## config.mk

```make
export PLATFORM = sky130hd
export DESIGN_NAME = uart_frame_rx_ctrl
export DESIGN_NICKNAME = d
export VERILOG_FILES = /design/src/rtl/uart_frame_rx_ctrl.sv
export SDC_FILE = /design/constraint.sdc
export NUM_CORES = 1
export LEC_CHECK = 0
export ABC_AREA = 1
export CORE_UTILIZATION = 35
export CTS_CLUSTER_DIAMETER = 40
export DETAILED_ROUTE_END_ITERATION = 10
export GPL_TIMING_DRIVEN = 0
export PLACE_DENSITY_LB_ADDON = 0.12
export REMOVE_ABC_BUFFERS = 1
export SYNTH_ARGS = -nofsm -noshare
export SYNTH_HDL_FRONTEND = slang
export SYNTH_SLANG_ARGS = --single-unit
```

## constraint.sdc

```tcl
create_clock -name clk_clk -period 4.4 [get_ports clk_clk]
set_input_delay 0.44 -clock clk_clk [delete_from_list [all_inputs] [get_ports clk_clk]]
set_output_delay 0.44 -clock clk_clk [all_outputs]
set_load 0.05 [all_outputs]
```

## src/rtl/uart_frame_rx_ctrl.sv

```systemverilog
// uart_frame_rx_ctrl
// Frames the UART_RX byte stream (SYNC, LEN, LEN payload bytes, CHK) into
// 32-bit little-endian words for the user register bank. A good frame is
// held, with o_frame_valid high, until the consumer pulses i_ack.
//
// Ports:
//   clk_clk        system clock
//   reset_reset    asynchronous reset, active-high
//   i_rx_dv        one-cycle byte strobe from UART_RX
//   i_rx_byte      received byte
//   i_ack          consumer acknowledge, releases a held frame
//   o_wr_en        one-cycle register bank write strobe
//   o_wr_addr      word index 0..15
//   o_wr_data      packed word, unused upper lanes zero
//   o_frame_valid  good frame held in the bank
//   o_frame_len    payload byte count of the held frame
//   o_err_code     last error: 0 none, 1 length, 2 checksum, 3 timeout, 4 overrun
//   o_err_cnt      saturating error count
//   o_busy         frame in progress (LEN/PAYLOAD/CHK)
//
// state   | meaning
// IDLE    | hunting for SYNC_BYTE, other bytes ignored
// LEN     | waiting for the length byte
// PAYLOAD | packing payload bytes into words
// CHK     | waiting for the checksum byte
// HOLD    | good frame held until i_ack
module uart_frame_rx_ctrl #(
  parameter logic [7:0] SYNC_BYTE    = 8'hA5,
  parameter int         MAX_LEN      = 64,
  parameter int         TIMEOUT_CLKS = 50000
) (
  input  logic        clk_clk,
  input  logic        reset_reset,
  input  logic        i_rx_dv,
  input  logic [7:0]  i_rx_byte,
  input  logic        i_ack,
  output logic        o_wr_en,
  output logic [3:0]  o_wr_addr,
  output logic [31:0] o_wr_data,
  output logic        o_frame_valid,
  output logic [6:0]  o_frame_len,
  output logic [2:0]  o_err_code,
  output logic [7:0]  o_err_cnt,
  output logic        o_busy
);

  localparam logic [2:0] S_IDLE    = 3'd0;
  localparam logic [2:0] S_LEN     = 3'd1;
  localparam logic [2:0] S_PAYLOAD = 3'd2;
  localparam logic [2:0] S_CHK     = 3'd3;
  localparam logic [2:0] S_HOLD    = 3'd4;

  localparam logic [2:0] E_LEN = 3'd1;
  localparam logic [2:0] E_CHK = 3'd2;
  localparam logic [2:0] E_TMO = 3'd3;
  localparam logic [2:0] E_OVR = 3'd4;

  // Down-counter loaded on every byte; reaching zero with no byte means the
  // idle count has hit TIMEOUT_CLKS-1 clocks since the last dv.
  localparam int         TW       = $clog2(TIMEOUT_CLKS);
  localparam logic [TW-1:0] TMO_LOAD = TW'(TIMEOUT_CLKS - 2);

  logic [2:0]    state;
  logic [6:0]    len;
  logic [5:0]    idx;
  logic [31:0]   acc;
  logic [7:0]    sum;
  logic [TW-1:0] tmo;

  logic [31:0] word_next;
  logic [7:0]  sum_next;
  logic        last;
  logic        len_bad;
  logic        tmo_done;
  logic        err_evt;
  logic [2:0]  err_val;

  assign word_next = acc | (32'(i_rx_byte) << {idx[1:0], 3'b000});
  assign sum_next  = sum + i_rx_byte;
  assign last      = ({1'b0, idx} == (len - 7'd1));
  assign len_bad   = (i_rx_byte == 8'd0) || (i_rx_byte > 8'(MAX_LEN));
  assign tmo_done  = (tmo == '0);
  assign o_busy    = (state == S_LEN) || (state == S_PAYLOAD) || (state == S_CHK);

  always_comb begin
    err_evt = 1'b0;
    err_val = 3'd0;
    case (state)
      S_LEN: begin
        if (i_rx_dv && len_bad) begin
          err_evt = 1'b1;
          err_val = E_LEN;
        end else if (!i_rx_dv && tmo_done) begin
          err_evt = 1'b1;
          err_val = E_TMO;
        end
      end
      S_PAYLOAD: begin
        if (!i_rx_dv && tmo_done) begin
          err_evt = 1'b1;
          err_val = E_TMO;
        end
      end
      S_CHK: begin
        if (i_rx_dv && sum_next != 8'd0) begin
          err_evt = 1'b1;
          err_val = E_CHK;
        end else if (!i_rx_dv && tmo_done) begin
          err_evt = 1'b1;
          err_val = E_TMO;
        end
      end
      S_HOLD: begin
        // ack wins over a simultaneous byte: the byte is dropped silently
        if (i_rx_dv && !i_ack) begin
          err_evt = 1'b1;
          err_val = E_OVR;
        end
      end
      default: ;
    endcase
  end

  always_ff @(posedge clk_clk or posedge reset_reset) begin
    if (reset_reset) begin
      state         <= S_IDLE;
      len           <= 7'd0;
      idx           <= 6'd0;
      acc           <= 32'd0;
      sum           <= 8'd0;
      tmo           <= '0;
      o_wr_en       <= 1'b0;
      o_wr_addr     <= 4'd0;
      o_wr_data     <= 32'd0;
      o_frame_valid <= 1'b0;
      o_frame_len   <= 7'd0;
      o_err_code    <= 3'd0;
      o_err_cnt     <= 8'd0;
    end else begin
      o_wr_en <= 1'b0;

      if (o_busy) begin
        if (i_rx_dv) tmo <= TMO_LOAD;
        else if (!tmo_done) tmo <= tmo - 1'b1;
      end

      case (state)
        S_IDLE: begin
          if (i_rx_dv && i_rx_byte == SYNC_BYTE) begin
            state <= S_LEN;
            sum   <= 8'd0;
            idx   <= 6'd0;
            acc   <= 32'd0;
            tmo   <= TMO_LOAD;
          end
        end
        S_LEN: begin
          if (i_rx_dv) begin
            if (len_bad) begin
              state <= S_IDLE;
            end else begin
              len   <= i_rx_byte[6:0];
              sum   <= i_rx_byte;
              state <= S_PAYLOAD;
            end
          end else if (tmo_done) begin
            state <= S_IDLE;
          end
        end
        S_PAYLOAD: begin
          if (i_rx_dv) begin
            sum <= sum_next;
            idx <= idx + 6'd1;
            if (idx[1:0] == 2'd3 || last) begin
              o_wr_en   <= 1'b1;
              o_wr_addr <= idx[5:2];
              o_wr_data <= word_next;
              acc       <= 32'd0;
            end else begin
              acc <= word_next;
            end
            if (last) state <= S_CHK;
          end else if (tmo_done) begin
            state <= S_IDLE;
          end
        end
        S_CHK: begin
          if (i_rx_dv) begin
            if (sum_next == 8'd0) begin
              state         <= S_HOLD;
              o_frame_valid <= 1'b1;
              o_frame_len   <= len;
            end else begin
              state <= S_IDLE;
            end
          end else if (tmo_done) begin
            state <= S_IDLE;
          end
        end
        S_HOLD: begin
          if (i_ack) begin
            state         <= S_IDLE;
            o_frame_valid <= 1'b0;
          end
        end
        default: state <= S_IDLE;
      endcase

      // ack clears the error code; an error in the same cycle overrides it
      if (i_ack) o_err_code <= 3'd0;
      if (err_evt) begin
        o_err_code <= err_val;
        if (o_err_cnt != 8'hFF) o_err_cnt <= o_err_cnt + 8'd1;
      end
    end
  end

endmodule

```

==> reports/qor.txt <==
# fillers: 1,899
Cell Area, Synth: 6860 um2
Syn-to-layout area delta: 22.6%
GRT Resource Usage Total: 18.8%
Post-route insts no fill: 1,205
Util after Layout: 44.4%
GPL Wtd Cong: 0.807
Top FF cell, synth: dfrtp_1
Number of flops mapped to enable cells by yosys: 0
Sequential fraction of design power: 33.0%
Design Area, Final: 8410 um2
Internal power: 2930 uW
Number of global-route vias before repair: 5,661
DP Wirelength: 11,300 um
Sw Share: 36.7%
Crit share post-route: 77.9%
Core area: 19,000 um2
FF+latch area: 3200 um2
CP Buf/Inv Count: 4
Clk pwr share: 36.4%
DRT Pass-1 Iters: 5
DRT antenna net count: 0
Total Wirelength: 17,300 um
Worst reg2reg startpoint: state[2]$_DFFE_PP0P_
Worst-path cell chain: nor2_2 > inv_2 > nor2_8 > inv_2 > nor2_4 > inv_2 > nand2_2 > nand2_2 > inv_2 > nand3_1 > nand2_1
Register bit total from synthesis: 128
Syn. warnings: 0
TritonCTS clock tree: built
Largest net degree at the start of global routing: 74
PD cells: 551 nW/um2
Worst path max stage delay: 0.76 ns
Initial antenna violation count: 0
Setup crit end kind: flip-flop
Residual DRC: 0
Psw: 1700 uW
Synth cell types: 45
Row Count: 50
Multi-input gate area: 3070 um2
CP max FO: 48
# port buffers: 68
Global-route wire length before repair: 29,500 um
Post-Place Cells: 1,172
Crit path from: state[2]$_DFFE_PP0P_
Fin nets: 957
Worst path slowest cell: nand2_2
Startpoint types: flip-flop
Final min period: 3.43 ns
Final setup fails: 0
Syn Inst Count: 878
WP data required: 4.70 ns
Final hold vios: 0
Maximum capacitance violations: 0
Longest Clk Path Bufs: 2
DP Area: 7690 um2
Via density: 4.82
Leak: 0.00405 uW
Logic pwr share: 30.5%
FFs w/ async S/R, synth: 100%
Critical Path AT: 3.73 ns
# Post-CTS Setup Buffers: 0
Delay-heaviest family, CP: simple AND/OR/NAND/NOR gates
Outcome: complete, no violations
Slew HR: 29.6%
Io pins: 69
Die W: 142 um
Sink Count: 128
Tightest Pin Transition: 1.05 ns
Starting Density: 36.2%
Skew final: 0.00950 ns
Vias: 5,806
Antenna diode count: 0
Die ar.: 20,200 um2
Total Neg Setup Slack: 0 ns
DR iter-0 viols: 311
Crit-path most repeated cell: inv_2
Seq/Total Area, Yosys: 46.7%
RSZ-0062 raised after global routing: no
Critical path class: reg2reg
DR WL/cell: 14.3 um
Avg Cell Area, Syn: 7.81 um2
Fmax: 292 MHz
Hold-fix buffers, CTS: 0
Slew Viols, Final: 0
TritonCTS Buffers: 17
Reg clk slew, reported paths: 0.06 ns
H-tree levels: 4
Peak VDD IR: 324 uV
Worst hold path type: in2async
Skew-Pair Late Insertion Delay: 0.42 ns
PostCTS Resize Cnt: 0
Ratio of cells with drive above 1 in the final layout: 7.94%
Die Ht: 142 um
Remaining Overflow, GRT: 0
Root buf cell: clkbuf_16
==> per-layer routing <==
layer	global-route usage [%]	vias to the layer above	share of wire, %
li1	-	2948	-
met4	6.68	0	1.7
met5	0	-	0
met2	28.8	124	45
met3	3.63	21	4.1
met1	26.3	2713	50
==> kinds of logic (layout without fill, tap and decap cells) <==
group / count (synthesis) / after routing / synth area share (%)
buffers and inverters: 136 / 203 / 8.56
adder cells (fa/ha/maj): 13 / 13 / 2.48
AO/OA/AOI/OAI: 131 / 131 / 11.4
flip-flops: 128 / 128 / 46.7
XOR/XNOR: 21 / 21 / 2.68
AND/OR/NAND/NOR: 449 / 449 / 28.2
==> per-stage QoR <==
stage,power (uW),setup slack (ns),hold slack (ns)
floorplan,2560,0.547,0.443
global placement,2960,-1.63,0.456
detailed placement,2980,0.771,0.460
CTS,4680,0.879,0.477
global route,4930,0.606,0.488
finish,4640,0.974,0.462
==> placed cells by master (no fill, tap or decap), types with 2 or more instances in the layout <==
cell type,instances
nand2_1,242
dfrtp_1,128
nand3_1,83
nor2_1,82
inv_1,82
clkdlybuf4s50_1,68
o21ai_1,50
a21oi_1,17
clkbuf_16,17
inv_2,16
o21bai_1,16
xor2_1,15
o21ai_0,14
ha_1,12
nand4_1,11
nor3_1,10
a31oi_1,9
a31o_2,8
bufinv_16,7
xnor2_1,6
nor2_2,5
nand2_2,4
o22ai_1,4
a22oi_1,3
inv_6,3
nor3_2,2
nor2_4,2
nor3b_1,2
o211ai_1,2
o221ai_1,2
clkinv_1,2
clkinvlp_4,2
==> area by class of cell <==
| cell class | count | area share [%] |
|---|---|---|
| clock buffers | 19 | 5.27 |
| clock inverters | 13 | 3.05 |
| inverters | 101 | 4.57 |
| multi-input cells | 614 | 36.5 |
| flip-flops and latches | 128 | 38.1 |
| well taps | 260 | 3.87 |
| repair buffers | 70 | 8.66 |
==> state kept, by name (all words and copies together), names as in the netlist <==
register	flops
o_frame_valid	1
o_wr_data	32
o_wr_addr	4
idx	6
acc	32
tmo	16
o_err_cnt	8
o_err_code	3
sum	8
o_wr_en	1
o_frame_len	7
state	3
len	7
==> power by group through the flow <==
stage / logic (uW) / clock network [uW] / registers (uW)
6_report: 1420 / 1690 / 1530
3_5_place_dp: 1420 / 0 / 1550
2_1_floorplan: 958 / 0 / 1600
4_1_cts: 1430 / 1720 / 1530
5_1_grt: 1600 / 1770 / 1560
3_3_place_gp: 1410 / 0 / 1550
==> cells in the mapped netlist, types with 3 or more instances <==
cell / instances / area [um2]
clkbuf_1: 5 / 18.8
a21oi_1: 17 / 85.1
nand2_1: 242 / 908
buf_6: 5 / 56.3
xnor2_1: 6 / 52.6
buf_4: 4 / 30.0
ha_1: 12 / 150
nand2_2: 4 / 25.0
a22oi_1: 3 / 22.5
o21ai_0: 14 / 70.1
inv_2: 16 / 60.1
o22ai_1: 4 / 25.0
dfrtp_1: 128 / 3200
buf_2: 19 / 95.1
nand3_1: 83 / 415
nor2_2: 5 / 31.3
o21bai_1: 16 / 120
nor2_1: 82 / 308
inv_1: 83 / 312
nor3_1: 10 / 50.1
o21ai_1: 50 / 250
nand4_1: 11 / 68.8
a31o_2: 8 / 70.1
a31oi_1: 9 / 56.3
xor2_1: 15 / 131
==> path summary, 6_finish.rpt <==
check / slack [ns] / cells past startpoint / to
setup / recovery: 0.97 / 11 / acc[12]$_DFFE_PP0P_
hold / removal: 0.46 / 2 / o_err_cnt[2]$_DFFE_PP0P_
setup reg to reg: 0.97 / 11 / acc[12]$_DFFE_PP0P_
hold reg to reg: 0.47 / 2 / acc[18]$_DFFE_PP0P_
max in group asynchronous: 3.19 / 3 / sum[4]$_DFFE_PP0P_
min in group clk_clk: 0.47 / 2 / acc[18]$_DFFE_PP0P_
Note: power is estimated with default switching activity, not from simulation.
